[src/rtl/storage_pkg.sv]
// Shared types and address-layout constants for the storage SRAM wrapper initiator.
package storage_pkg;
  localparam int WORD_LSB        = 2;
  localparam int BLK_LSB         = 10;
  localparam int SRAM_RD_LATENCY = 1;

  typedef enum logic [2:0] {
    ST_IDLE,
    ST_WRITE,
    ST_RD_ISSUE,
    ST_RD_WAIT,
    ST_ACK
  } wb_state_t;

  typedef enum logic [1:0] {
    RO_IDLE,
    RO_ISSUE,
    RO_WAIT
  } ro_state_t;
endpackage

[src/rtl/storage_ro_reader.sv]
// Request/valid reader for the SRAM read-only port; one read in flight at a time.
module storage_ro_reader
  import storage_pkg::*;
(
  input  logic        clk,
  input  logic        rst,
  input  logic        ro_req,
  input  logic [7:0]  ro_addr,
  output logic        ro_ready,
  output logic        ro_valid,
  output logic [31:0] ro_data,
  output logic        mgmt_ena_ro,
  output logic [7:0]  mgmt_addr_ro,
  input  logic [31:0] mgmt_rdata_ro
);
  ro_state_t   state_q, state_d;
  logic        ready_q, ready_d;
  logic        valid_q, valid_d;
  logic [31:0] data_q, data_d;
  logic        ena_q, ena_d;
  logic [7:0]  addr_q, addr_d;

  always_comb begin
    state_d = state_q;
    ready_d = ready_q;
    valid_d = 1'b0;
    data_d  = data_q;
    ena_d   = 1'b1;
    addr_d  = addr_q;
    case (state_q)
      RO_IDLE: begin
        if (ro_req) begin
          ena_d   = 1'b0;
          addr_d  = ro_addr;
          ready_d = 1'b0;
          state_d = RO_ISSUE;
        end
      end
      RO_ISSUE: state_d = RO_WAIT;
      RO_WAIT: begin
        // SRAM output is valid this cycle; ready returns with the valid pulse
        data_d  = mgmt_rdata_ro;
        valid_d = 1'b1;
        ready_d = 1'b1;
        state_d = RO_IDLE;
      end
      default: state_d = RO_IDLE;
    endcase
  end

  always_ff @(posedge clk or posedge rst) begin
    if (rst) begin
      state_q <= RO_IDLE;
      ready_q <= 1'b1;
      valid_q <= 1'b0;
      data_q  <= '0;
      ena_q   <= 1'b1;
      addr_q  <= '0;
    end else begin
      state_q <= state_d;
      ready_q <= ready_d;
      valid_q <= valid_d;
      data_q  <= data_d;
      ena_q   <= ena_d;
      addr_q  <= addr_d;
    end
  end

  assign ro_ready     = ready_q;
  assign ro_valid     = valid_q;
  assign ro_data      = data_q;
  assign mgmt_ena_ro  = ena_q;
  assign mgmt_addr_ro = addr_q;
endmodule

[src/rtl/storage_wb_ctrl.sv]
// Wishbone-classic slave driving the storage SRAM wrapper R/W port, plus the RO-port reader.
module storage_wb_ctrl
  import storage_pkg::*;
#(
  parameter int          RAM_BLOCKS = 2,
  parameter logic [31:0] BASE_ADR   = 32'h0100_0000,
  parameter logic [31:0] ADR_MASK   = 32'hFFFF_F000
) (
  input  logic                    mgmt_clk,
  input  logic                    mgmt_rst,
  input  logic                    wb_cyc_i,
  input  logic                    wb_stb_i,
  input  logic                    wb_we_i,
  input  logic [3:0]              wb_sel_i,
  input  logic [31:0]             wb_adr_i,
  input  logic [31:0]             wb_dat_i,
  output logic                    wb_ack_o,
  output logic [31:0]             wb_dat_o,
  output logic [RAM_BLOCKS-1:0]   mgmt_ena,
  output logic [RAM_BLOCKS-1:0]   mgmt_wen,
  output logic [RAM_BLOCKS*4-1:0] mgmt_wen_mask,
  output logic [7:0]              mgmt_addr,
  output logic [31:0]             mgmt_wdata,
  input  logic [RAM_BLOCKS*32-1:0] mgmt_rdata,
  input  logic                    ro_req,
  input  logic [7:0]              ro_addr,
  output logic                    ro_ready,
  output logic                    ro_valid,
  output logic [31:0]             ro_data,
  output logic                    mgmt_ena_ro,
  output logic [7:0]              mgmt_addr_ro,
  input  logic [31:0]             mgmt_rdata_ro
);
  localparam logic [1:0] RD_LAST = 2'(SRAM_RD_LATENCY - 1);

  // One-hot block select; blocks not present decode to all zeros (no strobe).
  function automatic logic [RAM_BLOCKS-1:0] blk_decode(input logic [1:0] blk);
    logic [RAM_BLOCKS-1:0] oh;
    oh = '0;
    for (int i = 0; i < RAM_BLOCKS; i++) oh[i] = (blk == 2'(i));
    return oh;
  endfunction

  wb_state_t             state_q, state_d;
  logic                  ack_q, ack_d;
  logic [31:0]           dat_q, dat_d;
  logic [RAM_BLOCKS-1:0] ena_q, ena_d, wen_q, wen_d;
  logic [RAM_BLOCKS*4-1:0] mask_q, mask_d;
  logic [7:0]            addr_q, addr_d;
  logic [31:0]           wdata_q, wdata_d;
  logic [1:0]            blk_q, blk_d;
  logic [1:0]            rd_cnt_q, rd_cnt_d;

  logic                  hit;
  logic [1:0]            adr_blk;
  logic [RAM_BLOCKS-1:0] adr_oh;

  assign hit     = wb_cyc_i & wb_stb_i & ((wb_adr_i & ADR_MASK) == (BASE_ADR & ADR_MASK));
  assign adr_blk = wb_adr_i[BLK_LSB+1:BLK_LSB];
  assign adr_oh  = blk_decode(adr_blk);

  always_comb begin
    state_d  = state_q;
    ack_d    = 1'b0;
    dat_d    = dat_q;
    ena_d    = '1;
    wen_d    = '1;
    mask_d   = '0;
    addr_d   = addr_q;
    wdata_d  = wdata_q;
    blk_d    = blk_q;
    rd_cnt_d = rd_cnt_q;
    case (state_q)
      ST_IDLE: begin
        if (hit) begin
          addr_d = wb_adr_i[BLK_LSB-1:WORD_LSB];
          blk_d  = adr_blk;
          if (wb_we_i) begin
            wdata_d = wb_dat_i;
            if (wb_sel_i != 4'b0000) begin
              ena_d = ~adr_oh;
              wen_d = ~adr_oh;
              for (int i = 0; i < RAM_BLOCKS; i++)
                if (adr_oh[i]) mask_d[i*4 +: 4] = wb_sel_i;
            end
            state_d = ST_WRITE;
          end else begin
            ena_d   = ~adr_oh;
            state_d = ST_RD_ISSUE;
          end
        end
      end
      ST_WRITE: begin
        ack_d   = wb_cyc_i;
        state_d = wb_cyc_i ? ST_ACK : ST_IDLE;
      end
      ST_RD_ISSUE: begin
        rd_cnt_d = '0;
        state_d  = wb_cyc_i ? ST_RD_WAIT : ST_IDLE;
      end
      ST_RD_WAIT: begin
        if (!wb_cyc_i) begin
          state_d = ST_IDLE;
        end else if (rd_cnt_q == RD_LAST) begin
          dat_d = '0;
          for (int i = 0; i < RAM_BLOCKS; i++)
            if (blk_q == 2'(i)) dat_d = mgmt_rdata[i*32 +: 32];
          ack_d   = 1'b1;
          state_d = ST_ACK;
        end else begin
          rd_cnt_d = rd_cnt_q + 2'd1;
        end
      end
      ST_ACK:  state_d = ST_IDLE;
      default: state_d = ST_IDLE;
    endcase
  end

  always_ff @(posedge mgmt_clk or posedge mgmt_rst) begin
    if (mgmt_rst) begin
      state_q  <= ST_IDLE;
      ack_q    <= 1'b0;
      dat_q    <= '0;
      ena_q    <= '1;
      wen_q    <= '1;
      mask_q   <= '0;
      addr_q   <= '0;
      wdata_q  <= '0;
      blk_q    <= '0;
      rd_cnt_q <= '0;
    end else begin
      state_q  <= state_d;
      ack_q    <= ack_d;
      dat_q    <= dat_d;
      ena_q    <= ena_d;
      wen_q    <= wen_d;
      mask_q   <= mask_d;
      addr_q   <= addr_d;
      wdata_q  <= wdata_d;
      blk_q    <= blk_d;
      rd_cnt_q <= rd_cnt_d;
    end
  end

  assign wb_ack_o      = ack_q;
  assign wb_dat_o      = dat_q;
  assign mgmt_ena      = ena_q;
  assign mgmt_wen      = wen_q;
  assign mgmt_wen_mask = mask_q;
  assign mgmt_addr     = addr_q;
  assign mgmt_wdata    = wdata_q;

  storage_ro_reader u_ro_reader (
    .clk           (mgmt_clk),
    .rst           (mgmt_rst),
    .ro_req        (ro_req),
    .ro_addr       (ro_addr),
    .ro_ready      (ro_ready),
    .ro_valid      (ro_valid),
    .ro_data       (ro_data),
    .mgmt_ena_ro   (mgmt_ena_ro),
    .mgmt_addr_ro  (mgmt_addr_ro),
    .mgmt_rdata_ro (mgmt_rdata_ro)
  );
endmodule

[config.mk]
export PLATFORM = sky130hd
export DESIGN_NAME = storage_wb_ctrl
export DESIGN_NICKNAME = d
export VERILOG_FILES = /design/src/rtl/storage_pkg.sv /design/src/rtl/storage_ro_reader.sv /design/src/rtl/storage_wb_ctrl.sv
export SDC_FILE = /design/constraint.sdc
export NUM_CORES = 1
export LEC_CHECK = 0
export ABC_AREA = 1
export CAP_MARGIN = 20
export CORE_AREA = 5 5 116 118
export CTS_BUF_LIST = sky130_fd_sc_hd__clkbuf_8 sky130_fd_sc_hd__clkbuf_16
export CTS_CLUSTER_SIZE = 40
export DETAILED_ROUTE_END_ITERATION = 16
export DIE_AREA = 0 0 121 123
export DONT_BUFFER_PORTS = 1
export PLACE_DENSITY = 0.7
export SLEW_MARGIN = 20
export SYNTH_ARGS = -nofsm -noshare
export SYNTH_HDL_FRONTEND = slang
export SYNTH_SLANG_ARGS = --single-unit
[constraint.sdc]
create_clock -name mgmt_clk -period 3.9 [get_ports mgmt_clk]
set_input_delay 0.39 -clock mgmt_clk [delete_from_list [all_inputs] [get_ports mgmt_clk]]
set_output_delay 0.39 -clock mgmt_clk [all_outputs]
set_load 0.05 [all_outputs]
* Yosys cells after proc, flatten, opt, wreduce, memory -nomap -nowiden
Index checks and enable logic that the tools add are counted.
** Operators by class
- Muxes and demuxes :: 35
- Div/mod/pow operators :: 0
- Multipliers :: 0
- Shift-type cells :: 0
- Add/sub/neg operators :: 1
- Reduce and logical (&&, ||, !) cells :: 15
- Order comparisons :: 0
- Equal/unequal tests :: 13
- Bitwise operators :: 3
** Operators with widths (number)
- $mux W32 :: 2
- $mux W8 :: 4
- $mux W2 :: 12
- $eq A20 B13 Y1 const B :: 1
- $mux W3 :: 4
- $pmux W3 S4 :: 1
- $reduce_and A3 Y1 :: 3
- $logic_not A2 Y1 :: 4
- $mux W4 :: 2
- $ne A2 B2 Y1 const B :: 4
- $pmux W2 S2 :: 2
- $reduce_and A2 Y1 :: 4
- $eq A2 B1 Y1 const B :: 3
- $eq A3 B2 Y1 const B :: 2
- $mux W1 :: 6
- $pmux W1 S2 :: 2
- $reduce_bool A2 Y1 :: 2
- $reduce_bool A4 Y1 :: 1
- $eq A3 B1 Y1 const B :: 1
- $logic_not A3 Y1 :: 1
- $ne A3 B3 Y1 const B :: 1
- $add A2 B1 Y2 const B :: 1
- $and A1 B1 Y1 :: 2
- $eq A2 B2 Y1 const B :: 1
- $not A2 Y2 :: 1
** Storage, ports and cells
- Register bits :: 137
- Logic and storage cells :: 83
- Bits in latches :: 0
- ROM bits :: 0
- Memories :: 0
- RAM bits :: 0

* Longest topological paths before layout
- Depth in word-level cells :: 6
- Gate-level depth with buffers :: 10

* By module
From an unflattened synthesis, not the netlist that was laid out.
** Unflattened totals
- Cells, all modules :: 635
- Area, all modules :: 5910.7 um^2
** By module, submodules not included
- storage_wb_ctrl :: instances 1, area each 4205.3 um^2, cells an instance 452
- storage_ro_reader :: instances 1, area each 1705.4 um^2, cells an instance 183

* Least setup slack after synthesis
No wires, ideal clock.
- Path kind :: register to register
- From :: reg rd_cnt_q[0]
- To :: reg dat_q[0], in the netlist wb_dat_o[0]
- Buffers on the path :: 1
- Stages on the path, launching flop included :: 7
- Period minus slack after synthesis :: 1.500 ns
- Arrival time :: 1.369 ns
- Setup slack :: 2.400 ns
- Cells stage by stage :: dfrtp_1 > inv_1 > ha_1 > inv_1 > nor3_4 > buf_4 > a31oi_2
** On the way
- Longest elaborated chain between the ends :: 2
** RTL lines
- start: declaration :: line storage_wb_ctrl.sv:52 : logic [1:0] rd_cnt_q, rd_cnt_d;
- start signal: assignment :: line storage_wb_ctrl.sv:141 : rd_cnt_q <= rd_cnt_d;
- $logic_not A2 Y1 :: line storage_wb_ctrl.sv:104 : end else if (rd_cnt_q == RD_LAST) begin
- $reduce_and A3 Y1 (no source line)
- end signal: assignment :: line storage_wb_ctrl.sv:134 : dat_q <= dat_d;
- end: declaration :: line storage_wb_ctrl.sv:46 : logic [31:0] dat_q, dat_d;
Every way passes these cells.
A chain may end at the register's enable or synchronous reset.

* Worst setup path in the final report
- From :: reg u_ro_reader.state_q[0]
- To :: reg u_ro_reader.data_q[16], in the netlist u_ro_reader.ro_data[16]
** On the way
- Longest elaborated chain between the ends :: 1
** RTL lines
- start: declaration :: line storage_ro_reader.sv:16 : ro_state_t state_q, state_d;
- start signal: assignment :: line storage_ro_reader.sv:60 : state_q <= state_d;
- $eq A2 B2 Y1 :: line storage_ro_reader.sv:30 : case (state_q)
- end signal: assignment :: line storage_ro_reader.sv:63 : data_q <= data_d;
- end: declaration :: line storage_ro_reader.sv:19 : logic [31:0] data_q, data_d;
Every way passes these cells.

==> impl_results.md <==
* Nets@finish at 809
* Layout Cells excl Fill at 816
* CTS Hold Buffers Added at 0
* Post-synthesis net count at roughly 800
* Largest area contributor in the netlist: dfrtp_1
* Routed vias at 4446
* Yosys cell types at 27
* Routed len/inst at around 18 um
* DP Wirelength at 11.0 mm
* First DRT Iteration DRCs at 327
* Crit path kind: reg2reg
* Die footprint at around 15000 um2
* Register area share after synthesis at 0.586
* Area Growth Syn to Fin at 11.8%
* Number of H-tree levels at 4
* Crit. Startpoint: u_ro_reader.state_q[0]
* Row count at a little over 40
* Share of layout cells above drive strength 1 at 0.132
* Post-CTS Setup Bufs at 0
* Status: completed
* Period minus WS final at 2040 ps
* CTS Sinks at 137
* MaxCap Viol Count at 0
* First-pass DRT Iterations at 4
* WHS at 12.6 ps
* Count leader, synth: nand2_1
* LEAKAGE at between 0.003 and 0.004 uW
* Crit-path max FO at 33
* Yosys warns at 0
* Post-Synthesis Cells at around 640
* Initial Util at 0.474
* Worst r2r path cells at 6
* Total gr overflow at 0
* Global Route Usage Sum at 0.195
* Unrepaired setup endpoints after global routing: false
* Maximum vdd drop at ~360 uV
* Reg-to-reg critical path endpoint: u_ro_reader.ro_data[16]
* Clock Tree Root: clkbuf_16
* Clock latency on the worst-skew pair at 410 ps
* Routed vias/inst at 5.45
* Critical path cell sequence: inv_1, nand2_1, buf_8, inv_1, nand2_1, nand2_1
* Worst clock skew at 9.31 ps
* WP data arrival at 2390 ps
* CTS tree: yes
* Core region area at 12400 um2
* Die H at 123 um
* Internal reg-to-reg setup slack at 1860 ps
* # IOs at 306
* Synth top area cells: dfrtp_1, nand2_1, nand3_1
* Crit-path most repeated cell: nand2_1
* Post-cts sizing count at 0
* Hold Crit Class: in2async
* Synth top area share at 0.559
* Worst path slowest cell: inv_1
* Worst Max-Slew Pin Slew at 959 ps
* # port buffers at 0
* Sum Neg Setup Slack at 0 ps
* Die width at ~120 um
* Initial antenna violation count at 0
* FMAX at a little under 500 MHz
* Final core utilization at 0.530
* Antenna viol nets, final at 0
* Fillcell total at between 1000 and 1500
* Placed Instances at 781
* Crit share post-route at 0.522
* Clk pin slew, worst setup/hold paths at 60 ps
* Drt total wl at around 15 mm
* Hold Vio Cnt, Final at 0
* Number of synthesized flops with an enable pin at 0
* Main synth FF type: dfrtp_1
* Setup-failing EPs final at 0
* Max clock buf depth at 2
* Slew Limit Fails at 0
* Reg-to-reg critical path startpoint: u_ro_reader.state_q[0]
* Syn avg cell area at 9.14 um2
* Startpoint Class: flip-flop
* Crit end category: flip-flop
* Critical path required time at 4250 ps
* Num CTS Buffers at 17
* Mapped Area at 5860 um2
* Largest net degree at the start of global routing at 66
* Post-synthesis register bit count at 137
* First-pass GRT wire length at 22.3 mm
* Synth cell count leaders: nand2_1, dfrtp_1, nand3_1
* Residual DRC at 0
* Vias in the first global route at roughly 4300
* Slew HR at 0.360
* PwrDens at 794 nW/um2
* Routability cong. at 0.854
* Worst path max stage delay at 690 ps
* Total power at 5210 uW
* Asr flop ratio synth at 1.00
## cells by family after synthesis
family          Yosys count  share of synthesized area
compound gates           41                     0.0722
buf+inv                  62                     0.0495
fa+ha+maj                 1                    0.00213
simple gates            400                      0.290
flops                   137                      0.586
## flip-flops by register name, summed over array words and instances, names as in the netlist
register                  count
u_ro_reader.mgmt_ena_ro       1
state_q                       3
mgmt_wen_mask                 8
u_ro_reader.ro_ready          1
u_ro_reader.state_q           2
mgmt_ena                      2
mgmt_wdata                   32
u_ro_reader.ro_valid          1
blk_q                         2
mgmt_wen                      2
rd_cnt_q                      2
wb_ack_o                      1
wb_dat_o                     32
u_ro_reader.mgmt_addr_ro      8
u_ro_reader.ro_data          32
mgmt_addr                     8
## routing by layer
layer,global-route usage,up-vias,part of all wire
met1,0.218,2093,0.37
met5,0,-,0
met2,0.320,256,0.50
met3,0.0874,26,0.11
met4,0.0914,0,0.021
li1,-,2071,-
## final cells by class
| class | instances | area [um2] | share of cell area |
|---|---|---|---|
| Clock inverter | 14 | 148 | 0.0225 |
| Antenna cell | 1 | 2.50 | 0.000382 |
| Timing Repair Buffer | 7 | 80.1 | 0.0122 |
| Inverter | 25 | 97.6 | 0.0149 |
| Clock buffer | 18 | 439 | 0.0670 |
| Tap cell | 172 | 215 | 0.0328 |
| Multi-Input combinational cell | 442 | 2130 | 0.326 |
| Sequential cell | 137 | 3440 | 0.524 |
## power breakdown
group          switching (uW)  total, uW  internal [uW]
Sequential               1350       3070           1720
Combinational             342        571            229
Clock                     611       1570            959
Total                    2300       5210           2910
## metrics by stage
stage,worst slack (ps),cell area [um2]
2_1_floorplan,1810,5860
3_3_place_gp,1520,5930
3_5_place_dp,1410,5930
4_1_cts,1400,6520
5_1_grt,1670,6550
6_report,1860,6550
## critical path: cells and delay by family, from the launching register on
| kind | cells | cell delay [ps] |
|---|---|---|
| AND/OR/NAND/NOR | 3 | 550 |
| buffers and inverters | 3 | 1030 |
| flip-flops | 1 | 370 |
## layout by cell type, fill, tap and decap left out, types with 3 or more instances in the layout
master,n
a31oi_1,4
clkinvlp_4,6
clkinv_2,3
nand2_1,223
nand4_1,3
dfstp_2,6
a31oi_2,28
dfrtp_1,131
inv_1,21
buf_4,4
o21ai_0,6
clkbuf_16,17
nand3_1,106
nor2_1,59
## how the worst max path moves through the flow
stage / slack [ps] / cells past startpoint / end
2_1_floorplan: 1810 / 1 / blk_q[0]
3_3_place_gp: 1520 / 5 / u_ro_reader.ro_data[29]
3_5_place_dp: 1410 / 5 / u_ro_reader.ro_data[29]
4_1_cts: 1400 / 5 / u_ro_reader.ro_data[29]
5_1_grt: 1670 / 6 / mgmt_addr[0]
6_report: 1860 / 6 / u_ro_reader.ro_data[16]
Power figures use the tool's default switching activity.
